$ cat src/rtl/cycle_timing_sequencer.sv
// cycle_timing_sequencer
// Synchronous replacement for a multi-tap delay-line timing chain. A cycle
// trigger launches a cycle of SHORT_LEN (or SHORT_LEN+LONG_EXTRA) ticks during
// which five active-low taps pulse at fixed offsets TAP_STEP*(k+1).
//
// Ports:
//   clk          system clock, one tick per rising edge
//   reset        synchronous, active-high reset
//   enable       free-run: chain the next cycle directly after each cycle end
//   start        single-cycle trigger, honoured only when idle
//   ilong        long-cycle request, latched on the edge that enters tick 0
//   halt         stop request, applied at the end of the current cycle
//   tap_n[4:0]   active-low tap pulses, bit k at tick TAP_STEP*(k+1)
//   cycle_start  high during tick 0
//   cycle_end    high during the last tick
//   busy         high from tick 0 through the last tick
//   cur_long     high for the whole of a long cycle
//   cycle_count  completed cycles, wraps modulo 2^16
module cycle_timing_sequencer #(
  parameter int unsigned TAP_STEP   = 2,
  parameter int unsigned PULSE_W    = 1,
  parameter int unsigned SHORT_LEN  = 12,
  parameter int unsigned LONG_EXTRA = 4
) (
  input  logic        clk,
  input  logic        reset,
  input  logic        enable,
  input  logic        start,
  input  logic        ilong,
  input  logic        halt,
  output logic [4:0]  tap_n,
  output logic        cycle_start,
  output logic        cycle_end,
  output logic        busy,
  output logic        cur_long,
  output logic [15:0] cycle_count
);

  localparam int unsigned NUM_TAPS = 5;
  localparam int unsigned CNT_W    = 16;
  localparam int unsigned LONG_LEN = SHORT_LEN + LONG_EXTRA;
  localparam int unsigned TICK_W   = $clog2(LONG_LEN + 1);

  typedef enum logic {
    ST_IDLE = 1'b0,
    ST_RUN  = 1'b1
  } state_e;

  state_e                state_q, state_d;
  logic [TICK_W-1:0]     tick_q, tick_d;
  logic                  long_q, long_d;
  logic [CNT_W-1:0]      count_q, count_d;
  logic [NUM_TAPS-1:0]   tap_n_q, tap_n_d;
  logic                  start_q, start_d;
  logic                  end_q, end_d;
  logic                  busy_q, busy_d;
  logic                  cur_long_q, cur_long_d;

  logic                  last_tick;
  logic                  run_nx;
  logic [31:0]           tick_nx;
  logic [31:0]           len_nx;
  logic [NUM_TAPS-1:0]   tap_hit;

  // Tick window of each tap, evaluated on the tick the next period will show.
  for (genvar k = 0; k < NUM_TAPS; k++) begin : g_tap
    localparam int unsigned TAP_LO = TAP_STEP * (k + 1);
    assign tap_hit[k] = (tick_nx >= TAP_LO) && (tick_nx < TAP_LO + PULSE_W);
  end

  // Next-state and next-output logic; outputs are derived from the next
  // state so that every output is a plain flop.
  always_comb begin
    state_d   = state_q;
    tick_d    = tick_q;
    long_d    = long_q;
    count_d   = count_q;
    last_tick = (state_q == ST_RUN) &&
                (32'(tick_q) == (long_q ? LONG_LEN : SHORT_LEN) - 32'd1);

    case (state_q)
      ST_IDLE: begin
        if ((start | enable) & ~halt) begin
          state_d = ST_RUN;
          tick_d  = '0;
          long_d  = ilong;
        end
      end
      ST_RUN: begin
        if (last_tick) begin
          count_d = count_q + 16'd1;
          if (enable & ~halt) begin
            // back-to-back cycle, no idle gap
            tick_d = '0;
            long_d = ilong;
          end else begin
            state_d = ST_IDLE;
            tick_d  = '0;
            long_d  = 1'b0;
          end
        end else begin
          tick_d = tick_q + TICK_W'(1);
        end
      end
      default: begin
        state_d = ST_IDLE;
        tick_d  = '0;
        long_d  = 1'b0;
      end
    endcase

    run_nx     = (state_d == ST_RUN);
    tick_nx    = 32'(tick_d);
    len_nx     = long_d ? LONG_LEN : SHORT_LEN;
    busy_d     = run_nx;
    start_d    = run_nx && (tick_nx == 32'd0);
    end_d      = run_nx && (tick_nx == len_nx - 32'd1);
    cur_long_d = run_nx && long_d;
    tap_n_d    = run_nx ? ~tap_hit : {NUM_TAPS{1'b1}};
  end

  // State and output registers.
  always_ff @(posedge clk) begin
    if (reset) begin
      state_q    <= ST_IDLE;
      tick_q     <= '0;
      long_q     <= 1'b0;
      count_q    <= '0;
      tap_n_q    <= {NUM_TAPS{1'b1}};
      start_q    <= 1'b0;
      end_q      <= 1'b0;
      busy_q     <= 1'b0;
      cur_long_q <= 1'b0;
    end else begin
      state_q    <= state_d;
      tick_q     <= tick_d;
      long_q     <= long_d;
      count_q    <= count_d;
      tap_n_q    <= tap_n_d;
      start_q    <= start_d;
      end_q      <= end_d;
      busy_q     <= busy_d;
      cur_long_q <= cur_long_d;
    end
  end

  assign tap_n       = tap_n_q;
  assign cycle_start = start_q;
  assign cycle_end   = end_q;
  assign busy        = busy_q;
  assign cur_long    = cur_long_q;
  assign cycle_count = count_q;

endmodule

$ cat config.mk
export PLATFORM = sky130hd
export DESIGN_NAME = cycle_timing_sequencer
export DESIGN_NICKNAME = d
export VERILOG_FILES = /design/src/rtl/cycle_timing_sequencer.sv
export SDC_FILE = /design/constraint.sdc
export NUM_CORES = 1
export LEC_CHECK = 0
export ABC_AREA = 1
export CORE_MARGIN = 1
export CORE_UTILIZATION = 55
export DETAILED_ROUTE_END_ITERATION = 8
export PLACE_DENSITY = 0.84
export SYNTH_ARGS = -nofsm -noshare
export SYNTH_HDL_FRONTEND = slang
export SYNTH_SLANG_ARGS = --single-unit
$ cat constraint.sdc
create_clock -name clk -period 3.49 [get_ports clk]
set_input_delay 0.698 -clock clk [delete_from_list [all_inputs] [get_ports clk]]
set_output_delay 0.698 -clock clk [all_outputs]
set_load 0.01 [all_outputs]
### Yosys cells after proc, flatten, opt, wreduce, memory -nomap -nowiden

Cells that the tools add are included.

| word-level totals | value |
|---|---|
| bits in registers | 31 |
| logic and storage cells | 56 |
| output and inout bits | 25 |

| cells by class | value |
|---|---|
| equality and inequality tests | 2 |
| add/subtract/negate cells | 4 |
| order comparisons | 10 |
| mux-type cells | 13 |
| reductions and logical operators | 12 |
| bitwise gates (word level) | 7 |

Operators with widths:

| operator | count |
|---|---|
| $eq 5x32->1 | 2 |
| $mux 5 | 4 |
| $add 16x1->16 const B | 1 |
| $sub 5x1->6 const B | 2 |
| $ge 5x3->1 const B | 2 |
| $ge 5x4->1 const B | 2 |
| $lt 5x3->1 const B | 2 |
| $lt 5x4->1 const B | 2 |
| $pmux 5 s2 | 1 |
| $logic_and 1x1->1 | 9 |
| $mux 1 | 6 |
| $add 5x1->5 const B | 1 |
| $ge 5x2->1 const B | 1 |
| $logic_not 5->1 | 1 |
| $lt 5x2->1 const B | 1 |
| $not 5->5 | 1 |
| $pmux 1 s2 | 2 |
| $not 1->1 | 3 |
| $and 1x1->1 | 2 |
| $reduce_and 2->1 | 1 |
| $reduce_or 2->1 | 1 |
| $or 1x1->1 | 1 |

### Logic depth before layout (Yosys ltp)

Gate-level depths: netlist (run 1).

| logic depth | value |
|---|---|
| depth in word-level cells | 10 |
| depth in mapped cells | 12 |

### Least setup slack after synthesis (run 1)

No wires, ideal clock.

| timing | value |
|---|---|
| kind | input to register |
| start point | input port halt |
| end point | register tap_n_q[4], in the netlist tap_n[4] |
| stages on the path | 9 |
| slack | 1.831 ns |
| arrival | 1.538 ns |
| buffers on the path | 0 |
| setup time | 0.121 ns |
| cells stage by stage | inv_1 > nand2_1 > nand2_1 > nor2_1 > nand2_1 > nand2_4 > nand2_1 > nor2_1 > nand3_1 |

| on the way | value |
|---|---|
| cells in the longest elaborated chain, start to end | 7 |

Ends and longest elaborated chain:

| element | RTL line | text |
|---|---|---|
| start: declaration | 30 | `input logic halt,` |
| $not 1->1 (*) | 83, 92 |  |
| $and 1x1->1 (on tied branches) | 83, 92 |  |
| $mux 5 or $mux 1 (tied branches) | 83, 92 |  |
| $pmux 5 s2 or $mux 1 (tied branches) | 81, 90 |  |
| $ge 5x4->1, or another cell as far along | 68 | `assign tap_hit[k] = (tick_nx >= TAP_LO) && (tick_nx < TAP_LO + PULSE_W);` |
| $logic_and 1x1->1 or $not 1->1 (tied branches) | -- |  |
| $not 5->5 or $reduce_or 2->1 (tied branches) | -- |  |
| end signal: assignment | 129 | `tap_n_q <= {NUM_TAPS{1'b1}};` |
| end signal: assignment | 139 | `tap_n_q <= tap_n_d;` |
| end: declaration | 53 | `logic [NUM_TAPS-1:0] tap_n_q, tap_n_d;` |

Every way passes the cells marked *; elsewhere a longest branch is shown, timed or not.
A chain may end at the register's enable or synchronous reset.

### Worst setup path in the final report (run 1)

| timing | value |
|---|---|
| start point | register busy_q, in the netlist busy |
| end point | output port busy |

RTL lines:

| element | RTL line | text |
|---|---|---|
| start: declaration | 56 | `logic busy_q, busy_d;` |
| start signal: assignment | 142 | `busy_q <= busy_d;` |
| end: declaration | 34 | `output logic busy,` |

No word-level cell between the ends.

==> metrics.md, run 1 <==
| Metric | Value |
|---|---|
| Port-buffer cells | `30` |
| # Max-Cap Violations | `0` |
| Layout cell share with drive strength beyond 1 | `8.21%` |
| Power density over the cells | `315 nW/um^2` |
| FFs w/ async S/R, synth | `0%` |
| Hold-fix buffer count after cts | `0` |
| Global Route Usage Sum | `23.1%` |
| Final worst-path cycle share | `64.0%` |
| Fin crit period | `2240 ps` |
| Yosys reg bits | `31` |
| Clock Pin Slew Worst Setup and Hold Paths | `100 ps` |
| Final Util | `70.8%` |
| Internal power | `458 uW` |
| Hold Crit Depth | `2` |
| WP depth | `1` |
| Via count | `1536` |
| Wirelength per Cell | `11.2 um` |
| Comb pwr share | `8.4%` |
| Critical path peak fanout | `9` |
| Pre-Repair DR Iteration Count | `4` |
| Top cell type by total area after synthesis | `dfxtp_1` |
| Chip Width | `55.9 um` |
| RSZ-0062 raised after global routing | `no` |
| Bufs and invs on worst path | `1` |
| Hold WC Path Type | `flip-flop to flip-flop` |
| Worst Skew | `18.2 ps` |
| Rows | `19` |
| Core Area | `2760 um^2` |
| Postcts setup bufs | `0` |
| Leakage power | `0.769 nW` |
| Total number of yosys warnings | `0` |
| Outcome | `finished clean` |
| Initial antenna violation count | `0` |
| Worst-Margin Slew | `416 ps` |
| Clk buf depth | `2` |
| CTS H-tree lvls | `2` |
| Final max-slew violation count | `0` |
| Final hold vios | `0` |
| CP Capture Type | `output pin` |
| Final setup viols | `0` |
| Netlist cell types | `26` |
| Clock Sinks | `31` |
| Synth Flop Type | `dfxtp_1` |
| Net switching share of the total power | `25.6%` |
| Routed Antenna Nets | `0` |
| Worst EP required | `2790 ps` |
| Area share of the largest cell type after synthesis | `38.8%` |
| DRC | `0` |
| DP HPWL | `2.46 mm` |
| DR iter-0 viols | `60` |
| Synth area leaders | `dfxtp_1, nand2_1, nor2_1` |
| # diodes | `0` |
| Die Y | `55.9 um` |
| Sw Pwr | `157 uW` |
| Number of synthesized flops with an enable pin | `0` |
| Crit-path max cell delay | `620 ps` |
| Seq/Total Area, Yosys | `38.8%` |
| Post-Syn Area | `1600 um^2` |
| Starting density of the core | `58.0%` |
| Maximum VDD drop | `0.290 mV` |
| F_max | `0.447 GHz` |
| Die ar. | `3130 um^2` |
| Clock Latency Late Sink | `340 ps` |
| Largest net degree at the start of global routing | `16` |
| Crit path launch type | `flip-flop` |
| Slew HR | `72.2%` |
| Layout area overhead | `22.0%` |
| CTS buffer count | `5` |
| Sequential share of power | `59.3%` |
| Cell Chain, Critical Path | `clkdlybuf4s50_1` |
| Clk pwr share | `32.3%` |
| Clock root buffer | `clkbuf_4` |
| Vias in the first global route | `1327` |
| TritonCTS clock tree | `done` |
| Mapped Cells | `235` |
| I/O Pins | `31` |
| Worst path slowest cell | `clkdlybuf4s50_1` |
| Grt ovf | `0` |
| Delay-heaviest family, CP | `buffers and inverters` |
| Worst R2R Path Depth | `8` |
| Syn Nets | `243` |
| Nets@finish | `275` |
| First-pass GRT wire length | `5.60 mm` |
| Via-to-Cell Ratio | `5.14` |
| Final TNS setup | `0 ps` |
| Post-CTS sizing | `0` |
| Routed WL | `3.34 mm` |
| Kind of critical path | `flip-flop to output pin` |
| Gpl congestion | `0.875` |
| Syn avg cell area | `6.81 um^2` |
| Critical Path AT | `1540 ps` |
-- cells by family (layout without fill, tap and decap cells) --
kind of cell               count (synthesis)  in the layout  share of synthesized area (%)
adders and majority gates                  2              2                           1.56
AOI/OAI and AO/OA                         24             24                           7.74
xor gates and xnor gates                   2              2                           1.09
and+or+nand+nor                          136            136                           40.3
buffers and inverters                     40             73                           10.6
DFF                                       31             31                           38.8
-- layer usage --
metal  up-vias  part of all wire (%)  global-route usage (%)
met5         -                     0                       0
met4         0                   1.8                    11.1
met3         8                   4.8                    6.74
met2        33                    44                    34.6
met1       684                    50                    30.5
li1        811                     -                       -
-- cell usage in the layout (no fill, tap or decap), drive strengths merged, types with 2 or more instances in the layout --
| master | instances |
|---|---|
| o21ai | 11 |
| ha | 2 |
| inv | 34 |
| clkbuf | 7 |
| dfxtp | 31 |
| nand4 | 7 |
| clkdlybuf4s50 | 30 |
| nand3 | 25 |
| nor3 | 4 |
| a21oi | 11 |
| clkinv | 2 |
| nand2 | 60 |
| nor2 | 39 |
-- power groups by stage --
stage	Sequential, mW	Combinational [mW]	Clock (mW)
2_1_floorplan	0.372	0.0349	0
3_3_place_gp	0.373	0.0506	0
3_5_place_dp	0.373	0.0510	0
4_1_cts	0.365	0.0515	0.202
5_1_grt	0.366	0.0584	0.218
6_report	0.365	0.0518	0.199
-- state kept, by name, indices dropped and copies added (netlist names) --
name,count
cycle_count,16
tap_n,5
tick_q,5
busy,1
cur_long,1
cycle_end,1
cycle_start,1
long_q,1
-- synthesized netlist by cell type (4+ instances only) --
master and n:
a21oi_1 11, dfxtp_1 31, inv_1 31, nand2_1 54
nand3_1 23, nand4_1 7, nor2_1 34, nor3_1 4
o21ai_0 10
-- area by class of cell --
type                            count  area [um^2]
Inverter                           35          131
Clock buffer                        7         45.0
Multi-Input combinational cell    164          811
Clock inverter                      1         5.00
Tap cell                           31         38.8
Sequential cell                    31          621
Fill cell                         239          806
Timing Repair Buffer               30          300
-- worst paths after layout --
path	from	end	slack, ps
worst max-delay path	busy	busy	1250
worst min-delay path	cycle_count[10]	cycle_count[10]	490
worst max register to register	tick_q[0]	cycle_count[14]	1640
worst min register to register	cycle_count[10]	cycle_count[10]	490
-- through the flow --
| step | worst slack (ps) | hold WS (ps) | std cells | instance area [um^2] | power (mW) |
|---|---|---|---|---|---|
| finish | 1250 | 489 | 299 | 1950 | 0.615 |
| CTS | 1260 | 497 | 299 | 1950 | 0.618 |
| global route | 1200 | 530 | 299 | 1950 | 0.642 |
| detailed placement | 1110 | 476 | 291 | 1900 | 0.424 |
| floorplan | 1830 | 493 | 235 | 1600 | 0.407 |
| global placement | 1160 | 469 | 291 | 1900 | 0.424 |
(Power assumes the default switching activity.)
==> run 2: changes to the inputs <==
- CORE_UTILIZATION: 55 -> 51
- PLACE_DENSITY: 0.84 -> 0.79
- clock period: 3.49 -> 2.3 ns (I/O delays scaled with it)
==> metrics.md, run 2 (same netlist as run 1, synthesis figures left out) <==
| Metric | Value |
|---|---|
| Clock Pin Slew Worst Setup and Hold Paths | `90 ps` |
| Top Metal Used | `met4` |
| Critical path peak fanout | `15` |
| Die Y | `58.0 um` |
| Maximum VDD drop | `0.366 mV` |
| DR iter-0 viols | `72` |
| Crit path launch type | `flip-flop` |
| Crit-path max cell delay | `420 ps` |
| Rows | `19` |
| Post-CTS sizing | `0` |
| CTS buffer count | `5` |
| Failing checks | `design-rule violations` |
| Clock Sinks | `31` |
| Nets@finish | `278` |
| Clock Latency Late Sink | `320 ps` |
| Wirelength per Cell | `11.1 um` |
| Worst Skew | `7.06 ps` |
| Die ar. | `3370 um^2` |
| Cell Chain, Critical Path | `ha_1, nand2_2, nor2_4, nand2_4, clkinv_1, nand3_1, o21ai_1, a21oi_1` |
| Power density over the cells | `471 nW/um^2` |
| First-pass GRT wire length | `5.39 mm` |
| Pwr Total | `930 uW` |
| Postcts setup bufs | `0` |
| CP Capture Type | `flip-flop` |
| Commonest non-fill, non-tap cell in the layout | `nand2_1` |
| Met2 WL | `1.40 mm` |
| # diodes | `0` |
| Final TNS setup | `0 ps` |
| Metal1 wirelength | `1.66 mm` |
| Final worst-path cycle share | `82.7%` |
| Grt ovf | `0` |
| Worst-Margin Slew | `358 ps` |
| Routed Antenna Nets | `0` |
| Fin crit period | `1900 ps` |
| Clk buf depth | `2` |
| Final hold vios | `0` |
| Largest net degree at the start of global routing | `16` |
| Leakage power | `0.784 nW` |
| Critical Path AT | `2110 ps` |
| Via-to-Cell Ratio | `5.10` |
| RSZ-0062 raised after global routing | `no` |
| Pre-Repair DR Iteration Count | `7` |
| TritonCTS clock tree | `done` |
| Core Area | `2850 um^2` |
| Commonest cells after routing, fill and taps aside | `nand2_1, nor2_1, inv_1, dfxtp_1, clkdlybuf4s50_1` |
| Global Route Usage Sum | `21.0%` |
| Layout area overhead | `23.4%` |
| Chip Width | `58.0 um` |
| DP HPWL | `2.47 mm` |
| Gpl congestion | `0.846` |
| Outcome | `finished, violations left` |
| Bufs and invs on worst path | `1` |
| Delay-heaviest family, CP | `simple AND/OR/NAND/NOR gates` |
| DRC | `2` |
| Largest register FFs | `16` |
| Layout cell share with drive strength beyond 1 | `9.23%` |
| Slew HR | `76.0%` |
| Final setup viols | `0` |
| Vias in the first global route | `1249` |
| CTS H-tree lvls | `2` |
| I/O Pins | `31` |
| Hold-fix buffer count after cts | `0` |
| Routed WL | `3.34 mm` |
| # Max-Cap Violations | `0` |
| Port-buffer cells | `30` |
| Worst path slowest cell | `dfxtp_1` |
| Kind of critical path | `flip-flop to flip-flop` |
| Starting density of the core | `56.1%` |
| F_max | `0.526 GHz` |
| Final max-slew violation count | `0` |
| Hold WC Path Type | `flip-flop to flip-flop` |
| Initial antenna violation count | `0` |
| Met3 routed WL | `250 um` |
| Via count | `1541` |
| Worst EP required | `2510 ps` |
| Clock root buffer | `clkbuf_4` |
[run 2: cell count changes in the layout (fill, tap and decap cells not counted), sizes merged]
cell,delta
buf,+3
[run 2: final cells by class]
type / count / area (um^2)
tap: 31 / 38.8
clock buffer: 7 / 45.0
multi-input combinational: 164 / 811
clock inverter: 1 / 5.00
fill: 269 / 878
timing repair buffer: 33 / 323
inverter: 35 / 131
sequential: 31 / 621
[run 2: worst min-delay path: cells and delay by family, from the launching register on]
kind,cells,cell delay [ps]
buffers and inverters,1,60
DFF,1,340
AOI/OAI and AO/OA,1,50
[run 2: worst paths after layout]
kind / from / end / slack (ps) / cells past startpoint
max reg2reg: tick_q[0] / cycle_count[14] / 400 / 8
min: cycle_count[10] / cycle_count[10] / 480 / 2
min reg2reg: cycle_count[10] / cycle_count[10] / 480 / 2
max: tick_q[0] / cycle_count[14] / 400 / 8
[run 2: routing by layer]
metal  up-vias  track usage [%]
met2        52             30.7
met1       672             29.5
li1        813                -
met5         -                0
met3         4             5.80
met4         0             7.82
[run 2: report_power, final]
part | switching (mW) | leakage (nW) | total [mW] | internal, mW
Clock | 0.174 | 0.0293 | 0.293 | 0.119
Combinational | 0.0519 | 0.503 | 0.0869 | 0.0350
Sequential | 0.00578 | 0.251 | 0.551 | 0.545
[run 2: metrics by stage]
stage	instance area (um^2)	hold WS [ps]	std cells	utilization (%)	setup slack (ps)
after floorplan	1600	493	235	-	781
after global routing	1970	514	302	69.2	278
after detailed placement	1920	468	294	67.5	230
final	1970	485	302	69.2	399
after CTS	1970	488	302	69.2	446
after global placement	1920	475	294	67.5	233
==> run 3: changes to the inputs <==
- clock period: 2.3 -> 1.85 ns (I/O delays scaled with it)
==> metrics.md, run 3 (same netlist as run 1, synthesis figures left out) <==
| Metric | Value |
|---|---|
| Cell Count, Final, Fillers Out | `312` |
| Slew HR | `85.4%` |
| DRC | `2` |
| Critical path peak fanout | `5` |
| Clock Pin Slew Worst Setup and Hold Paths | `100 ps` |
| # diodes | `0` |
| Filler instances | `255` |
| Global Route Usage Sum | `22.3%` |
| Postcts setup bufs | `0` |
| Routed Antenna Nets | `0` |
| Worst Skew | `8.17 ps` |
| Failing checks | `design-rule violations` |
| Final max-slew violation count | `0` |
| # Max-Cap Violations | `0` |
| Power density over the cells | `587 nW/um^2` |
| Core Area | `2850 um^2` |
| Post-place setup slack | `-35.6 ps` |
| First-pass GRT wire length | `5.68 mm` |
| Delay-heaviest family, CP | `buffers and inverters` |
| Rows | `19` |
| Final setup viols | `0` |
| Die Y | `58.0 um` |
| Via count | `1567` |
| Crit path launch type | `flip-flop` |
| DR iter-0 viols | `53` |
| Routed WL | `3.42 mm` |
| Clk buf depth | `2` |
| Clock Sinks | `31` |
| Outcome | `finished, violations left` |
| Worst path slowest cell | `clkdlybuf4s50_1` |
| Starting density of the core | `56.1%` |
| Post-layout worst setup margin | `153 ps` |
| Cell Chain, Critical Path | `clkdlybuf4s50_1` |
| Commonest non-fill, non-tap cell in the layout | `nand2_1` |
| Port-buffer cells | `30` |
| Wirelength per Cell | `11.0 um` |
| Bufs and invs on worst path | `1` |
| I/O Pins | `31` |
| Chip Width | `58.0 um` |
| DP HPWL | `2.53 mm` |
| CTS H-tree lvls | `2` |
| Nets@finish | `289` |
| Hold WC Path Type | `flip-flop to flip-flop` |
| Critical Path AT | `1330 ps` |
| Largest register FFs | `16` |
| CP Capture Type | `output pin` |
| Maximum VDD drop | `0.458 mV` |
| Die ar. | `3370 um^2` |
| Clock root buffer | `clkbuf_4` |
| Largest net degree at the start of global routing | `12` |
| Post-CTS sizing | `0` |
| Hold-fix buffer count after cts | `0` |
| Crit-path max cell delay | `570 ps` |
| Worst-Margin Slew | `218 ps` |
| Final hold vios | `0` |
| Fin crit period | `1700 ps` |
| Final worst-path cycle share | `91.7%` |
| RSZ-0062 raised after global routing | `no` |
| Initial antenna violation count | `0` |
| Commonest cells after routing, fill and taps aside | `nand2_1, nor2_1, inv_1, dfxtp_1, clkdlybuf4s50_1` |
| Grt ovf | `0` |
| TritonCTS clock tree | `done` |
| Clock Latency Late Sink | `330 ps` |
| Gpl congestion | `0.884` |
| Worst EP required | `1480 ps` |
| Kind of critical path | `flip-flop to output pin` |
| Layout cell share with drive strength beyond 1 | `13.2%` |
| F_max | `0.589 GHz` |
| Layout area overhead | `28.9%` |
| Pre-Repair DR Iteration Count | `7` |
| CTS buffer count | `5` |
| Vias in the first global route | `1322` |
| Via-to-Cell Ratio | `5.02` |
| Inst Count DP | `305` |
| Leakage power | `0.843 nW` |
[run 3: power breakdown]
part           leakage (nW)  internal (mW)  switching [mW]
logic                 0.558         0.0545          0.0707
registers             0.251          0.677         0.00471
clock network        0.0341          0.176           0.229
total                 0.843          0.908           0.304
[run 3: through the flow]
stage                     setup TNS [ps]  utilization (%)  total power, mW  cell area (um^2)  hold slack, ps
after floorplan                        0                -            0.767              1600             449
after detailed placement           -55.5             70.4            0.821              2010             480
final                                  0             72.3             1.21              2060             501
after CTS                              0             72.3             1.22              2060             506
after global routing                   0             72.3             1.27              2060             538
after global placement             -3.26             70.4            0.820              2010             472
[run 3: path summary, 6_finish.rpt]
check	startpoint	end	slack (ps)	cells after the start
worst max-delay path	cycle_count[11]	cycle_count[11]	150	1
worst min-delay path	cycle_count[3]	cycle_count[3]	500	1
worst max register to register	tick_q[1]	tap_n[0]	170	8
worst min register to register	cycle_count[3]	cycle_count[3]	500	1
[run 3: final cells by class]
type / instances / area, um^2 / share of cell area, %
tap: 31 / 38.8 / 1.88
clock inverter: 1 / 5.00 / 0.243
sequential: 31 / 621 / 30.1
clock buffer: 6 / 51.3 / 2.49
multi-input combinational: 164 / 811 / 39.3
timing repair buffer: 44 / 405 / 19.6
inverter: 35 / 131 / 6.37
[run 3: layer usage]
metal,GRT usage [%],share of wire [%],up-vias
met5,0,0,-
met4,11.6,1.7,0
met3,5.36,5.3,7
met2,32.8,42,39
met1,30.5,51,688
li1,-,-,833
